`config.mk`:
```
export PLATFORM = sky130hd
export DESIGN_NAME = mem_access_master
export DESIGN_NICKNAME = d
export VERILOG_FILES = /design/src/rtl/mem_master_pkg.sv /design/src/rtl/byte_lane_unit.sv /design/src/rtl/mem_access_master.sv
export SDC_FILE = /design/constraint.sdc
export NUM_CORES = 1
export LEC_CHECK = 0
export ABC_AREA = 1
export CORE_MARGIN = 2
export CORE_UTILIZATION = 43
export CTS_CLUSTER_DIAMETER = 50
export DETAILED_ROUTE_END_ITERATION = 16
export PLACE_DENSITY = 0.78
export SETUP_SLACK_MARGIN = 0.2
export SYNTH_ARGS = -nofsm -noshare
export SYNTH_HDL_FRONTEND = slang
export SYNTH_SLANG_ARGS = --single-unit
export TNS_END_PERCENT = 1
```
`constraint.sdc`:
```
create_clock -name clk -period 1.7 [get_ports clk]
set_input_delay 0.34 -clock clk [delete_from_list [all_inputs] [get_ports clk]]
set_output_delay 0.34 -clock clk [all_outputs]
set_load 0.05 [all_outputs]
```
`src/rtl/mem_master_pkg.sv`:
```
// Purpose : shared encodings for the memory access master (size codes, FSM states, lane helpers).
// Latency : n/a (types and pure functions only).
// Backpressure : n/a.
package mem_master_pkg;

  localparam bit DEFAULT_BIG_ENDIAN = 1'b1;

  typedef enum logic [1:0] {
    SIZE_BYTE = 2'd0,
    SIZE_HALF = 2'd1,
    SIZE_WORD = 2'd2,
    SIZE_ILL  = 2'd3
  } size_e;

  typedef enum logic [1:0] {
    IDLE      = 2'd0,
    LOAD_WAIT = 2'd1,
    RMW_WRITE = 2'd2,
    RESP      = 2'd3
  } state_e;

  // True when the access cannot be served by a single aligned lane of one word.
  function automatic logic misaligned(input size_e size, input logic [1:0] off);
    logic bad;
    case (size)
      SIZE_BYTE: bad = 1'b0;
      SIZE_HALF: bad = off[0];
      SIZE_WORD: bad = (off != 2'b00);
      default:   bad = 1'b1;
    endcase
    return bad;
  endfunction

  // Bit position of the addressed lane's least significant bit within the word.
  // Big-endian puts offset 0 in the top byte, so the lane index is mirrored.
  function automatic logic [4:0] lane_shift(input size_e size, input logic [1:0] off,
                                            input logic big_endian);
    logic [1:0] lane;
    case (size)
      SIZE_BYTE: lane = big_endian ? ~off : off;
      SIZE_HALF: lane = big_endian ? (off ^ 2'b10) : off;  // off is 0 or 2 here
      default:   lane = 2'b00;
    endcase
    return {lane, 3'b000};
  endfunction

endpackage

```
`src/rtl/byte_lane_unit.sv`:
```
// Purpose : lane extraction with zero/sign extension for loads, lane merge for partial stores.
// Latency : combinational.
// Backpressure : none.
// Ports   : size/offset/sign_ext select the lane; word_in is the RAM word; store_data is
//           right-justified store data; load_data is the extended lane; merge_data is
//           word_in with only the addressed lane(s) replaced.
module byte_lane_unit
  import mem_master_pkg::*;
#(
  parameter bit BIG_ENDIAN = DEFAULT_BIG_ENDIAN
) (
  input  size_e       size,
  input  logic [1:0]  offset,
  input  logic        sign_ext,
  input  logic [31:0] word_in,
  input  logic [31:0] store_data,
  output logic [31:0] load_data,
  output logic [31:0] merge_data
);

  logic [4:0]  shamt;
  logic [7:0]  lane_b;
  logic [15:0] lane_h;
  logic [31:0] lane_mask;

  always_comb begin
    shamt     = lane_shift(size, offset, BIG_ENDIAN);
    lane_b    = word_in[shamt +: 8];
    lane_h    = word_in[shamt +: 16];
    load_data = word_in;
    lane_mask = 32'hFFFF_FFFF;
    case (size)
      SIZE_BYTE: begin
        load_data = {{24{sign_ext & lane_b[7]}}, lane_b};
        lane_mask = 32'h0000_00FF << shamt;
      end
      SIZE_HALF: begin
        load_data = {{16{sign_ext & lane_h[15]}}, lane_h};
        lane_mask = 32'h0000_FFFF << shamt;
      end
      default: begin
        load_data = word_in;
        lane_mask = 32'hFFFF_FFFF;
      end
    endcase
    merge_data = (word_in & ~lane_mask) | ((store_data << shamt) & lane_mask);
  end

endmodule

```
`src/rtl/mem_access_master.sv`:
```
// Purpose : turns byte/half/word CPU loads and stores into word-only RAM accesses (RMW for partial stores).
// Latency : word store 1, load 2, partial store 2, error 1 cycle from acceptance to resp_valid.
// Backpressure : req_ready high only in IDLE; one request in flight, no response backpressure.
// Ports   : req_* CPU request (valid/ready), resp_* one-cycle completion pulse with data/error,
//           mem_* word RAM port whose read data arrives one edge after the read strobe.
module mem_access_master
  import mem_master_pkg::*;
#(
  parameter bit BIG_ENDIAN = DEFAULT_BIG_ENDIAN
) (
  input  logic        clk,
  input  logic        rst_n,
  input  logic        req_valid,
  output logic        req_ready,
  input  logic        req_write,
  input  logic [1:0]  req_size,
  input  logic        req_signed,
  input  logic [31:0] req_addr,
  input  logic [31:0] req_wdata,
  output logic        resp_valid,
  output logic [31:0] resp_rdata,
  output logic        resp_err,
  output logic [31:0] mem_address,
  output logic        mem_read,
  output logic        mem_write,
  output logic [31:0] mem_writedata,
  input  logic [31:0] mem_readdata
);

  state_e      state;
  size_e       cap_size;
  logic        cap_signed;
  logic [1:0]  cap_off;
  logic [29:0] cap_word;
  logic [31:0] cap_wdata;

  size_e       req_sz;
  logic        req_err;
  logic        req_is_word;
  logic        in_idle;
  logic [31:0] load_data;
  logic [31:0] merge_data;

  assign req_sz      = size_e'(req_size);
  assign req_err     = misaligned(req_sz, req_addr[1:0]);
  assign req_is_word = (req_sz == SIZE_WORD);
  assign in_idle     = (state == IDLE);
  assign req_ready   = in_idle;

  // RAM strobes are driven straight from the request in IDLE so the RAM samples
  // on the acceptance edge itself. Gating with rst_n keeps them quiet while the
  // block is held in reset even if a request is presented.
  always_comb begin
    mem_read      = rst_n & in_idle & req_valid & ~req_err & (~req_write | ~req_is_word);
    mem_write     = rst_n & ((in_idle & req_valid & ~req_err & req_write & req_is_word)
                             | (state == RMW_WRITE));
    mem_address   = in_idle ? {2'b00, req_addr[31:2]} : {2'b00, cap_word};
    mem_writedata = (state == RMW_WRITE) ? merge_data : req_wdata;
  end

  // Lane logic always works on the captured request, so later req_* changes are ignored.
  byte_lane_unit #(.BIG_ENDIAN(BIG_ENDIAN)) u_lane (
    .size       (cap_size),
    .offset     (cap_off),
    .sign_ext   (cap_signed),
    .word_in    (mem_readdata),
    .store_data (cap_wdata),
    .load_data  (load_data),
    .merge_data (merge_data)
  );

  always_ff @(posedge clk or negedge rst_n) begin
    if (!rst_n) begin
      state      <= IDLE;
      cap_size   <= SIZE_BYTE;
      cap_signed <= 1'b0;
      cap_off    <= 2'b00;
      cap_word   <= '0;
      cap_wdata  <= '0;
      resp_valid <= 1'b0;
      resp_err   <= 1'b0;
      resp_rdata <= '0;
    end else begin
      case (state)
        IDLE: begin
          if (req_valid) begin
            cap_size   <= req_sz;
            cap_signed <= req_signed;
            cap_off    <= req_addr[1:0];
            cap_word   <= req_addr[31:2];
            cap_wdata  <= req_wdata;
            resp_rdata <= '0;
            resp_err   <= req_err;
            if (req_err || (req_write && req_is_word)) begin
              state      <= RESP;
              resp_valid <= 1'b1;
            end else if (!req_write) begin
              state <= LOAD_WAIT;
            end else begin
              state <= RMW_WRITE;
            end
          end
        end
        LOAD_WAIT: begin
          resp_rdata <= load_data;
          resp_valid <= 1'b1;
          state      <= RESP;
        end
        RMW_WRITE: begin
          // The merged word is written on this edge; only the completion remains.
          resp_valid <= 1'b1;
          state      <= RESP;
        end
        default: begin
          resp_valid <= 1'b0;
          resp_err   <= 1'b0;
          resp_rdata <= '0;
          state      <= IDLE;
        end
      endcase
    end
  end

endmodule
```
==> results by group, run 1 <==
Finish
  – Proportion of layout cells with a drive suffix above 1: 31.7%
  – # diodes: 0
  – Multi-input gate area: 3870 um^2
  – Final Non-Filler Cells: 1388
  – Layout Area Growth over Synthesis: 75.8%
  – Reg area: 2580 um^2
  – Layout fillers: 994
  – Nets: 1307

Floorplan
  – Starting Density: 43.9%
  – Die area: 15800 um^2
  – Die width: 126 um
  – Die height: 126 um
  – Placeable Area: 14500 um^2
  – Row count: 44
  – Ports: 204

STA
  – F_max: 0.429 GHz
  – Final period util: 137%
  – Unrepaired setup endpoints after global routing: yes
  – Setup TNS: -31400 ps
  – Setup violators final: 87
  – Worst setup slack after layout: -633 ps
  – Clock skew: 7.31 ps
  – Final min period: 2330 ps
  – Final Hold Viols: 0
  – Final slew viol count: 0

Worst setup path
  – Crit-path cells: inv_4 -> nand3_4 -> nand2_8 -> nor2_2 -> inv_2 -> nor2_1 -> o21ai_0 -> buf_4 -> a21oi_4 -> buf_12
  – Worst path top cell family by delay: buffers and inverters
  – Arrival @ worst endpoint: 1990 ps
  – Reg2Reg Depth: 11
  – Setup CP Type: register to primary output
  – Slowest Stage Delay on Critical Path: 460 ps
  – Crit start category: register
  – Crit path max fanout: 6
  – WP data required: 1360 ps
  – CP Capture Type: primary output
  – Buffers plus inverters on the worst setup path: 4
  – Levels on crit path: 10
  – Slowest-stage cell, CP: dfrtp_2

Outcome
  – Outcome: finished, violations left
  – Failing checks: negative setup slack

Logic synthesis
  – Yosys Warn Count: 0
  – Sequential cell area fraction in the yosys report: 40.6%
  – Synth Register Bits: 103
  – Synth area leader: dfrtp_1
  – Mapped Cells: 914
  – Distinct cells, synth: 34
  – Syn Area/Cell: 6.95 um^2
  – Most common cell in the synthesized netlist: nand2_1
  – Top cells by count, synth: 280 x nand2_1, 111 x o21ai_0, 103 x dfrtp_1
  – Area fraction of the dominant cell type after synthesis: 40.6%
  – Syn Std Cell Area: 6350 um^2
  – Post-synth EDFFs: 0
  – Dominant synthesized flop cell: dfrtp_1
  – Ys async rst share: 100%
  – Ranking of synthesized cells by area: dfrtp_1 41%, nand2_1 17%, o21ai_0 8.7%

Global route
  – Total GRT Usage: 29.6%
  – Largest net degree at the start of global routing: 80
  – Antenna violations before repair: 0
  – Gr ovfl total: 0
  – Vias in the first global route: 7347
  – First-pass GRT wire length: 37400 um

Placed design
  – IO buf count: 201
  – Routability Congestion: 1.01
  – DP Wirelength: 17800 um
  – Placed cells: 1367

Route
  – Metal-1 WL: 9350 um
  – Top layer in use: met4
  – Drt first pass iters: 6
  – Post-DRT Antenna Nets: 0
  – Final WL: 23800 um
  – Metal3 WL: 2200 um
  – Drt via density: 5.39
  – Residual DRC count: 0
  – Detailed-route via count: 7486
  – Metal2 WL: 11600 um
  – Starting DRC count in detailed routing: 712
  – WL/cell: 17.2 um

Clocking
  – Clock transition at the registers of the reported paths: 70 ps
  – Worst skew pair latency: 360 ps
  – H-tree depth: 3
  – CTS Hold Bufs: 0
  – Root Buffer: clkbuf_16
  – CTS max path bufs: 2
  – TritonCTS clock tree: built
  – Cts bufs inserted: 9
  – Sink Count: 103

Power
  – Maximum VDD drop: 2.04 mV
  – Pwr Density: 2530 nW/um^2
  – LEAKAGE: 5.44 nW

Job
  – Max cap viols: 0

Min path
  – Hold Crit Class: primary input to asynchronous set/reset pin
## cell usage in the layout, fill, tap and decap left out, types with 3 or more instances in the layout
cell type        instances
a21oi_1                 65
a21oi_2                  4
a21oi_4                  4
a22oi_2                  3
a31oi_4                  5
buf_12                  77
buf_4                  135
buf_6                   13
buf_8                    4
clkbuf_16                9
clkdlybuf4s50_1        101
dfrtp_1                100
dfrtp_2                  3
ha_1                     3
inv_1                   93
inv_2                    9
mux2_4                   9
nand2_1                253
nand2_2                 26
nand3_1                 61
nand3_2                  8
nand3_4                  5
nand4_1                  8
nor2_1                  41
o211ai_1                16
o21ai_0                 56
o21ai_1                 17
o21ai_2                 16
o21ai_4                 30
## worst paths after layout
kind	slack (ps)	startpoint	end
setup / recovery	-630	cap_size[1]	mem_writedata[18]
hold / removal	100	rst_n	resp_valid
setup reg to reg	-150	cap_size[1]	resp_rdata[11]
hold reg to reg	480	resp_rdata[1]	resp_rdata[1]
max in group asynchronous	1230	rst_n	cap_off[0]
min in group clk	480	resp_rdata[1]	resp_rdata[1]
## cell type report
class | instances | share of cell area (%)
clock buffer | 12 | 2.21
timing repair inverter | 1 | 0.0448
tap | 184 | 2.06
multi-input combinational | 649 | 34.7
timing repair buffer | 330 | 33.8
sequential | 103 | 23.1
inverter | 105 | 3.62
clock inverter | 4 | 0.482
## state kept, by name (all words and copies together), names as in the netlist, 2 cells and up
register / cells
cap_wdata: 32
resp_rdata: 32
cap_word: 30
cap_off: 2
cap_size: 2
state: 2
## worst reg2reg max path: stages (launching register included)
cell and delay [ps]:
dfrtp_2 470, nor2_4 220, buf_6 140, inv_2 50
buf_12 140, buf_4 160, nand3_2 110, nand3_4 130
buf_4 170, nand2_1 70, nand2_1 60, nand2_1 60
## logic make-up (layout without fill, tap and decap cells)
| group | count (synthesis) | in the layout | synth area share [%] |
|---|---|---|---|
| AO/OA/AOI/OAI | 223 | 223 | 18.8 |
| adder cells (fa/ha/maj) | 5 | 5 | 0.985 |
| buffers and inverters | 164 | 452 | 10.7 |
| flip-flops | 103 | 103 | 40.6 |
| multiplexers | 10 | 10 | 1.77 |
| other | 1 | 2 | 0.0591 |
| AND/OR/NAND/NOR | 408 | 409 | 27.1 |
## where the power goes
| part | switching [mW] | total, mW | internal (mW) |
|---|---|---|---|
| registers | 0.782 | 4.37 | 3.58 |
| clock network | 0.957 | 2.15 | 1.19 |
| logic | 12.6 | 21.7 | 9.07 |
## routing by layer
| metal | up-vias | GRT usage [%] |
|---|---|---|
| met5 | - | 0 |
| met4 | 0 | 10.5 |
| met3 | 46 | 7.53 |
| met2 | 388 | 49.4 |
| met1 | 3522 | 37.2 |
| li1 | 3530 | - |
## through the flow
step	setup slack (ps)	hold WS (ps)	cell area, um^2	util (%)	total power [mW]
final	-633	96.9	11200	77.1	28.2
after global routing	-701	119	11200	77.1	29.6
after CTS	-629	99.9	11000	75.8	27.6
after detailed placement	-369	470	10500	72.3	24.6
after global placement	-305	464	10500	72.3	24.3
after floorplan	-320	44.4	6920	-	16.2
## timing repair
action                     CTS  global route
cloned                       2             0
resized for setup           68            55
hold endpoints to repair     0             0
setup buffers                1             2
setup endpoints to repair  163           165
pin swaps                   16            11
Note: power is estimated with default switching activity, not from simulation.
==> run 2: changes to the inputs <==
Settings changed: ABC_AREA 1 to unset, CORE_UTILIZATION 43 to 42.
==> run 2 against run 1 <==
Compared with the run above: the run still ends with negative setup slack left; synthesized cell count down 34%; flip-flop and latch count did not move; global-route usage is 0.12 points lower; sequential share of layout area increased by 2.2 points; maximum frequency down 6.3%; clock-buffer cell count is 2 higher; non-clock buffer count shrank 27; via count down 17%; worst hold slack worse by 64 ps; critical endpoint is now mem_writedata[24].
==> results by group, run 2 <==
Logic synthesis
  – Distinct cells, synth: 51 (+50%)
  – Synth area leader: dfrtp_1
  – Ys async rst share: 100% (unchanged)
  – Yosys Warn Count: 0 (unchanged)
  – Dominant synthesized flop cell: dfrtp_1
  – Syn Std Cell Area: 6040 um^2 (-4.9%)
  – Post-synth EDFFs: 0 (unchanged)
  – Most common cell in the synthesized netlist: dfrtp_1
  – Mapped Cells: 605 (-34%)
  – Sequential cell area fraction in the yosys report: 42.7% (+2.1 points)
  – Area fraction of the dominant cell type after synthesis: 42.7% (+2.1 points)
  – Top cells by count, synth: 103 x dfrtp_1, 94 x mux2_2, 86 x nand2_1
  – Syn Area/Cell: 9.98 um^2 (+44%)
  – Ranking of synthesized cells by area: dfrtp_1 43%, mux2_2 18%, nand2_1 5.3%
  – Synth Register Bits: 103 (unchanged)

STA
  – F_max: 0.402 GHz (-6.3%)
  – Setup TNS: -46460 ps (-15060 ps)
  – Unrepaired setup endpoints after global routing: yes
  – Setup violators final: 104 (+20%)
  – Worst setup slack after layout: -789 ps (-156 ps)
  – Final period util: 146% (+9.2 points)
  – Final min period: 2490 ps (+156 ps)
  – Clock skew: 4.33 ps (-2.98 ps)
  – Final Hold Viols: 0 (unchanged)
  – Final slew viol count: 0 (unchanged)

Finish
  – Final Cell Area: 10200 um^2 (-8.6%)
  – Most common cell after layout, fill and taps aside: buf_4
  – Proportion of layout cells with a drive suffix above 1: 48.6% (+17 points)
  – # diodes: 0 (unchanged)
  – Most frequent cells in the layout: 125 x buf_4, 101 x clkdlybuf4s50_1, 99 x dfrtp_1, 83 x nand2_1, 59 x mux2_2
  – Layout Area Growth over Synthesis: 69.0%
  – Nets: 980 (-25%)
  – Biggest regs: cap_wdata x32, resp_rdata x32, cap_word x30

Global route
  – First-pass GRT wire length: 34300 um (-8.3%)
  – Gr ovfl total: 0 (unchanged)
  – Antenna violations before repair: 1 (+1)
  – Total GRT Usage: 29.5% (-0.12 points)
  – Met1 Use GR: 35.1% (-2.1 points)
  – Vias in the first global route: 6361 (-13%)
  – Grt met2 use: 48.8% (-0.61 points)
  – Busiest grt layer: met2
  – Largest net degree at the start of global routing: 72 (-10%)
  – Met3 usage: 8.75% (+1.2 points)

Worst setup path
  – Slowest-stage cell, CP: dfrtp_2
  – CP Capture Type: primary output
  – Slowest Stage Delay on Critical Path: 450 ps (about the same)
  – Arrival @ worst endpoint: 2150 ps (+160 ps)
  – Worst reg-to-reg setup slack: -390 ps (-240 ps)
  – Setup CP Type: register to primary output
  – Crit path max fanout: 7 (+1)
  – Buffers plus inverters on the worst setup path: 4 (unchanged)
  – WP data required: 1360 ps (about the same)
  – Crit-path cells: buf_4 -> nor2b_4 -> buf_6 -> nor2_1 -> nor2_1 -> buf_4 -> nand2_1 -> a31oi_4 -> buf_6
  – Crit start category: register
  – Worst path top cell family by delay: buffers and inverters

Floorplan
  – Starting Density: 43.2% (-0.69 points)
  – Die area: 15400 um^2 (-2.6%)
  – Die height: 124 um (-1.3%)
  – Placeable Area: 14000 um^2 (-3.4%)
  – Row count: 43 (-2.3%)
  – Ports: 204 (unchanged)
  – Die width: 124 um (-1.3%)

Job
  – Max cap viols: 0 (unchanged)

Route
  – WL/cell: 21.2 um (+23%)
  – Detailed-route via count: 6192 (-17%)
  – Post-DRT Antenna Nets: 0 (unchanged)
  – Drt first pass iters: 5 (-1)
  – Residual DRC count: 0 (unchanged)
  – Final WL: 22400 um (-6.1%)
  – Drt via density: 5.86 (+8.6%)
  – Starting DRC count in detailed routing: 556 (-22%)

Clocking
  – H-tree depth: 3 (unchanged)
  – Clock transition at the registers of the reported paths: 60 ps (about the same)
  – Post-CTS Setup Inserts: 0 (-1)
  – TritonCTS clock tree: built
  – Worst skew pair latency: 350 ps (about the same)
  – Root Buffer: clkbuf_16
  – Sink Count: 103 (unchanged)
  – Cts bufs inserted: 9 (unchanged)
  – CTS max path bufs: 2 (unchanged)

Placed design
  – Placed standard-cell area: 9340 um^2 (-11%)
  – IO buf count: 201 (unchanged)
  – DP Wirelength: 16500 um (-7.1%)
  – Routability Congestion: 0.897 (-11%)
  – Pre-CTS WS: -581 ps (-212 ps)

Outcome
  – Failing checks: negative setup slack
  – Outcome: finished, violations left

Min path
  – Hold Crit Class: primary input to asynchronous set/reset pin
-- run 2: timing repair --
action	4_1_cts	5_1_grt
hold buffers	0	0
pin swaps	9	13
resized for setup	86	63
endpoints found under the setup margin	162	166
-- run 2: kinds of logic after synthesis --
kind of cell	synth area share, %
buffers and inverters	4.48
adder cells (fa/ha/maj)	1.04
other	0.0621
AO/OA/AOI/OAI	18.0
XOR/XNOR	0.415
AND/OR/NAND/NOR	10.3
multiplexers	23.0
flip-flops	42.7
-- run 2: path summary, 6_finish.rpt --
| kind | start | cells past startpoint | to |
|---|---|---|---|
| worst min-delay path | rst_n | 2 | cap_wdata[7] |
| worst min register to register | resp_rdata[23] | 2 | resp_rdata[23] |
| worst max register to register | cap_size[0] | 7 | resp_rdata[18] |
| max in group asynchronous | rst_n | 2 | resp_valid |
| worst max-delay path | cap_off[0] | 9 | mem_writedata[24] |
| min in group clk | resp_rdata[23] | 2 | resp_rdata[23] |
-- run 2: final cells by class --
| cell class | instances | area [um^2] |
|---|---|---|
| clock buffers | 14 | 284 |
| clock inverters | 2 | 12.5 |
| repair buffers | 303 | 3130 |
| inverters | 10 | 43.8 |
| fillers | 969 | 3780 |
| flip-flops and latches | 103 | 2580 |
| multi-input cells | 445 | 3930 |
| well taps | 180 | 225 |
-- run 2: stage by stage --
step / hold WS [ps] / util, % / std cells
floorplan: 44.4 / - / 606
global placement: 435 / 66.8 / 1041
detailed placement: 435 / 66.8 / 1041
CTS: 56.7 / 71.4 / 1057
global route: 67.0 / 73.0 / 1057
finish: 32.6 / 73.0 / 1057
-- run 2: worst reg2reg max path, delay by kind of cell (launching register included) --
| kind | cells | cell delay, ps |
|---|---|---|
| flip-flops | 1 | 480 |
| buffers and inverters | 2 | 350 |
| AO/OA/AOI/OAI | 3 | 510 |
| AND/OR/NAND/NOR | 1 | 420 |
| XOR/XNOR | 1 | 230 |
-- run 2: routing by layer --
layer / wire (um) / part of all wire, %
met1: 8380 / 37
met2: 10800 / 48
met3: 2210 / 9.9
met4: 991 / 4.4
met5: 10 / 0.045
Power of run 2 is not shown: default switching activity piles up to over one toggle a cycle in this logic, so the estimate is an artifact.
